## src/rtl/reg_file.sv

```systemverilog
// -----------------------------------------------------------------------------
// reg_file -- 2**ADDR_W x DATA_W general-purpose register bank with two
// combinational read ports, one synchronous write port and a self-clearing
// start-up sequence.
//
// After reset the bank walks through every register, writing zero, one
// register per clock. Only when the walk completes does `ready` rise and
// external writes become effective. Until then both read ports return zero.
//
// Ports
//   clk         in   clock, all state changes on the rising edge
//   rst         in   synchronous active-high reset
//   insAddress  in   write address (register-destination mux output)
//   wData       in   write data
//   regWrite    in   write enable
//   rAddr1      in   read port 1 address
//   rAddr2      in   read port 2 address
//   rData1      out  read port 1 data (combinational, write-first bypass)
//   rData2      out  read port 2 data (combinational, write-first bypass)
//   ready       out  registered; high once the bank is cleared
// -----------------------------------------------------------------------------
module reg_file #(
    parameter int DATA_W = 32,
    parameter int ADDR_W = 5
) (
    input  logic              clk,
    input  logic              rst,
    input  logic [ADDR_W-1:0] insAddress,
    input  logic [DATA_W-1:0] wData,
    input  logic              regWrite,
    input  logic [ADDR_W-1:0] rAddr1,
    input  logic [ADDR_W-1:0] rAddr2,
    output logic [DATA_W-1:0] rData1,
    output logic [DATA_W-1:0] rData2,
    output logic              ready
);

    localparam int NUM_REGS = 2 ** ADDR_W;

    localparam logic [0:0] ST_CLEAR = 1'b0;
    localparam logic [0:0] ST_READY = 1'b1;

    localparam logic [ADDR_W-1:0] ADDR_ZERO = '0;
    localparam logic [ADDR_W-1:0] ADDR_LAST = {ADDR_W{1'b1}};

    logic [0:0]        state_q, state_d;
    logic [ADDR_W-1:0] clr_cnt_q, clr_cnt_d;
    logic [DATA_W-1:0] regs_q [NUM_REGS];

    logic clearing;
    logic wr_en;

    // ---------------------------------------------------------------------
    // Control FSM: CLEAR walks clr_cnt through every address, READY is
    // terminal until the next reset.
    // ---------------------------------------------------------------------
    assign clearing = (state_q == ST_CLEAR);
    assign wr_en    = (state_q == ST_READY) && regWrite && (insAddress != ADDR_ZERO);

    always_comb begin
        state_d   = state_q;
        clr_cnt_d = clr_cnt_q;
        if (clearing) begin
            // Counter wraps naturally to 0 on the edge that clears the last register.
            clr_cnt_d = clr_cnt_q + 1'b1;
            if (clr_cnt_q == ADDR_LAST) begin
                state_d = ST_READY;
            end
        end
    end

    always_ff @(posedge clk) begin
        if (rst) begin
            state_q   <= ST_CLEAR;
            clr_cnt_q <= '0;
        end else begin
            state_q   <= state_d;
            clr_cnt_q <= clr_cnt_d;
        end
    end

    // ready is decoded straight from the state flop, so it has no path
    // from any input.
    assign ready = (state_q == ST_READY);

    // ---------------------------------------------------------------------
    // Register storage. Each register has its own enable: the clear walk
    // zeroes it when the counter points at it, otherwise an external write
    // loads it. The reset edge itself writes nothing. Register 0 is only
    // ever written by the clear walk, so it holds zero permanently.
    // ---------------------------------------------------------------------
    generate
        for (genvar gi = 0; gi < NUM_REGS; gi++) begin : g_reg
            localparam logic [ADDR_W-1:0] MY_ADDR = gi[ADDR_W-1:0];

            always_ff @(posedge clk) begin
                if (!rst) begin
                    if (clearing) begin
                        if (clr_cnt_q == MY_ADDR) begin
                            regs_q[gi] <= '0;
                        end
                    end else if (wr_en && (insAddress == MY_ADDR)) begin
                        regs_q[gi] <= wData;
                    end
                end
            end
        end
    endgenerate

    // ---------------------------------------------------------------------
    // Read ports: zero while not ready, zero for address 0, write-first
    // bypass when the same non-zero address is being written this cycle.
    // ---------------------------------------------------------------------
    logic [ADDR_W-1:0] rd_addr [2];
    logic [DATA_W-1:0] rd_data [2];

    assign rd_addr[0] = rAddr1;
    assign rd_addr[1] = rAddr2;

    generate
        for (genvar gi = 0; gi < 2; gi++) begin : g_rd
            always_comb begin
                rd_data[gi] = '0;
                if (ready && (rd_addr[gi] != ADDR_ZERO)) begin
                    if (wr_en && (rd_addr[gi] == insAddress)) begin
                        rd_data[gi] = wData;
                    end else begin
                        rd_data[gi] = regs_q[rd_addr[gi]];
                    end
                end
            end
        end
    endgenerate

    assign rData1 = rd_data[0];
    assign rData2 = rd_data[1];

endmodule

```

## config.mk

```make
export PLATFORM = sky130hd
export DESIGN_NAME = reg_file
export DESIGN_NICKNAME = d
export VERILOG_FILES = /design/src/rtl/reg_file.sv
export SDC_FILE = /design/constraint.sdc
export NUM_CORES = 2
export LEC_CHECK = 0
export BUFFER_PORTS_ARGS = -buffer_cell sky130_fd_sc_hd__buf_2
export CAP_MARGIN = 20
export CORE_MARGIN = 2
export CORE_UTILIZATION = 50
export CTS_BUF_LIST = sky130_fd_sc_hd__clkbuf_8
export CTS_CLUSTER_DIAMETER = 80
export CTS_CLUSTER_SIZE = 28
export DETAILED_ROUTE_END_ITERATION = 8
export PLACE_DENSITY_LB_ADDON = 0.08
export SLEW_MARGIN = 10
export SYNTH_ARGS = -nofsm -noshare
export SYNTH_HDL_FRONTEND = slang
export SYNTH_SLANG_ARGS = --single-unit
```

## constraint.sdc

```tcl
create_clock -name clk -period 7.4 [get_ports clk]
set_clock_uncertainty 0.15 [all_clocks]
set_input_delay 0.74 -clock clk [delete_from_list [all_inputs] [get_ports clk]]
set_output_delay 0.74 -clock clk [all_outputs]
set_load 0.01 [all_outputs]
```

==> summary.txt <==
Status
  • Status: finished clean

Final layout
  • Syn-to-layout area delta: 6.89%
  • Sequential cell area: 30900 sq um
  • Multi-input gate area: 23700 sq um
  • Design area: between 50000 and 60000 sq um
  • FILL cells: 9001
  • Non-Filler Instances: approximately 5300
  • Number of nets in the layout: 3800
  • Fraction of layout cells with a size suffix above 1: 20.5%

Timing
  • Final WS setup: between 2 and 2.5 ns
  • Min Tclk post-route: 5.11 ns
  • Slew Viols, Final: 0
  • FMAX: roughly 200 MHz
  • Count of final hold-check violations: 0
  • Max_slew headroom: ~18%
  • Setup violations, final: 0
  • RSZ-0062 raised after global routing: no
  • Period Utilization, post-route: between 60% and 70%
  • Least-Margin Pin Slew: roughly 1.2 ns
  • Setup TNS: 0 ns

Setup path
  • CP Class: in -> out
  • Worst EP required: between 6 and 7 ns
  • Critical path's top delay family: simple AND/OR/NAND/NOR gates
  • Critical path startpoint category: input pin
  • Worst path depth: 8
  • Worst r2r path cells: 7
  • Critical Path AT: around 4.2 ns
  • Crit path buf inv count: 3
  • Slowest CP cell: nor3_4
  • Reg2Reg Setup Slack: 2.80 ns
  • CP Cell Sequence: buf_2 -> or2_1 -> o41ai_4 -> o31ai_1 -> nor3_4 -> buf_4 -> a221o_1 -> buf_2
  • Critical Path Max Stage Delay: 1.01 ns
  • CP endpoint kind: output port
  • FF-to-FF End: regs_q[31][25]
  • Crit-path most repeated cell: buf_2
  • RR Startpoint: ready
  • Worst-path fanout max: 18

Global routing
  • Initial antenna violation count: 25
  • Largest net degree at the start of global routing: between 100 and 150
  • Global-route wire length before repair: ~280000 microns
  • Gr usage total: about 36%
  • Vias in the first global route: roughly 37000
  • Congestion Overflow GR: 0

Power and ir drop
  • Clk pwr share: 29.4%
  • Comb pwr share: 8.4%
  • Peak supply drop: 0.000248 V
  • PD cells: 173 nW/um^2
  • Leakage: roughly 0.018 uW
  • Part of the power in registers: 62.2%
  • Switching Share: around a quarter
  • Pint: about 7600 uW
  • P_sw: between 2000 and 3000 uW

Yosys
  • Post-synth top area cell: edfxtp_1
  • Avg Cell Area, Syn: around 14 sq um
  • Top post-synthesis cells by count: 1024 x edfxtp_1, 993 x and2_1, 385 x mux4_2
  • Syn. warnings: 0
  • Synth Flop Type: edfxtp_1
  • Most common cell in the synthesized netlist: edfxtp_1
  • Synth area leaders: edfxtp_1 55%, mux4_2 16%, and2_1 11%
  • Register area share after synthesis: 55.6%
  • Top-area cell type share of the netlist area: a little under three fifths
  • Post-synthesis register bit count: roughly 1000
  • EDFF count, synth: about 1000
  • Ys async rst share: 0%
  • Mapped cell area: 55500 sq um
  • Count of different cell masters after synthesis: roughly 50
  • Mapped Cells: between 3000 and 4000

Clocking
  • CTS H-tree depth: 2
  • TritonCTS buffer count: 53
  • Clock Latency Late Sink: roughly 0.83 ns
  • # Post-CTS Setup Buffers: 0
  • Clock sink total: approximately 1000
  • Root Buffer: clkbuf_8
  • Resized Gates After CTS: 0
  • CTS tree: yes
  • CTS clk-pin slew, worst paths: approximately 0.16 ns
  • Hold-fix buffers, CTS: 0
  • Clock Path Buffers: 3

Worst hold path
  • Hold Path Origin: rst
  • Hold crit path type: in -> reg
  • Worst Hold End: clr_cnt_q[1]
  • Worst hold stages: 2

Route
  • First drt pass iteration count: 6
  • Via density: ~7
  • Drt drc: 0
  • Vias: around 37000
  • ANT nets after route: 0
  • 1st-iter DRT viols: between 5000 and 6000
  • Drt wl/cell: 38.6 microns
  • Routed Wire Length: 204000 microns

Die
  • I/O pin count: approximately 120
  • FP Rows: approximately 120
  • Die area: 114000 sq um
  • Die Span X: 337 microns
  • Core Area: about 110000 sq um
  • Die H: about 340 microns
  • Initial core utilization: ~50%

Placed design
  • DP HPWL: about 120000 microns
  • Place WS: approximately 2.4 ns
  • Cell total after placement: 5176
  • Placed Area: between 50000 and 60000 sq um
  • GP Congestion: 0.840
  • I/O Buffers: 114

Run
  • Max-cap violation count: 0
-- registers in the layout, indices dropped and copies added (netlist names) --
signal and flops:
ready 1, regs_q 1024, clr_cnt_q 5
-- power by group through the flow --
stage               registers (uW)  clock network [uW]  logic [uW]
global placement              6510                   0         832
finish                        6380                3010         863
detailed placement            6510                   0         845
floorplan                     6510                   0         540
CTS                           6380                3030         846
global route                  6390                3200         894
-- layout by cell type, fill, tap and decap left out, drive strengths merged, types with 13 or more instances in the layout --
cell type,n
clkinv,13
a32o,32
a221o,32
o22ai,60
a21oi,97
a22oi,64
a211oi,63
a221oi,64
mux4,385
inv,25
o21bai,32
and2,993
o221ai,32
clkbuf,54
nand2,48
mux2i,319
nor2,49
o21ai,31
buf,225
conb,32
edfxtp,1024
nor2b,38
-- stage by stage --
| step | hold WS (ns) | power, uW | utilization (%) |
|---|---|---|---|
| floorplan | 0.356 | 7050 | - |
| global placement | 0.377 | 7340 | 52.5 |
| detailed placement | 0.393 | 7360 | 52.6 |
| CTS | 0.0841 | 10300 | 53.7 |
| global route | 0.116 | 10500 | 53.8 |
| finish | 0.144 | 10300 | 53.8 |
-- worst register-to-register path: stages, from the launching register on --
cell,delay [ns]
dfxtp_1,0.82
nand2_1,0.27
nor3b_2,0.32
nand3_1,0.58
nor2_4,0.23
buf_4,0.61
a21o_2,0.75
buf_4,0.52
-- kinds of logic (layout without fill, tap and decap cells) --
family	after synthesis	count (layout)	synth area share, %
AO/OA/AOI/OAI	515	515	6.81
XOR/XNOR	13	13	0.205
adder cells (fa/ha/maj)	6	6	0.135
buffers and inverters	425	324	3.21
flip-flops	1030	1030	55.6
multiplexers	704	704	21.4
other	1	39	0.00676
AND/OR/NAND/NOR	1158	1158	12.6
-- routing by layer --
metal  vias to the layer above  share of wire [%]  global-route usage (%)
met4                        10                3.5                    11.9
met1                     19442                 38                    48.4
met3                       443                 13                    11.4
met5                         -              0.090                   0.894
met2                      2728                 46                    55.1
li1                      14576                  -                       -
-- worst max path at each step --
| stage | slack, ns | endpoint | startpoint |
|---|---|---|---|
| 6_report | 2.29 | rData1[2] | insAddress[0] |
| 5_1_grt | 2.29 | rData1[24] | rAddr1[1] |
| 4_1_cts | 2.39 | rData1[2] | insAddress[0] |
| 3_5_place_dp | 2.39 | rData1[2] | insAddress[0] |
| 3_3_place_gp | 2.43 | rData1[2] | insAddress[0] |
| 2_1_floorplan | 3.59 | regs_q[13][0] | insAddress[4] |
-- layout make-up --
type                            instances  area share [%]
Sequential cell                      1030            52.0
Multi-Input combinational cell       2428            39.9
Tap cell                             1488            3.14
Timing Repair Buffer                  226            2.75
Clock buffer                           53            1.23
Clock inverter                         40           0.896
Inverter                                5          0.0316
Antenna cell                            7          0.0295
Note: power is estimated with default switching activity, not from simulation.
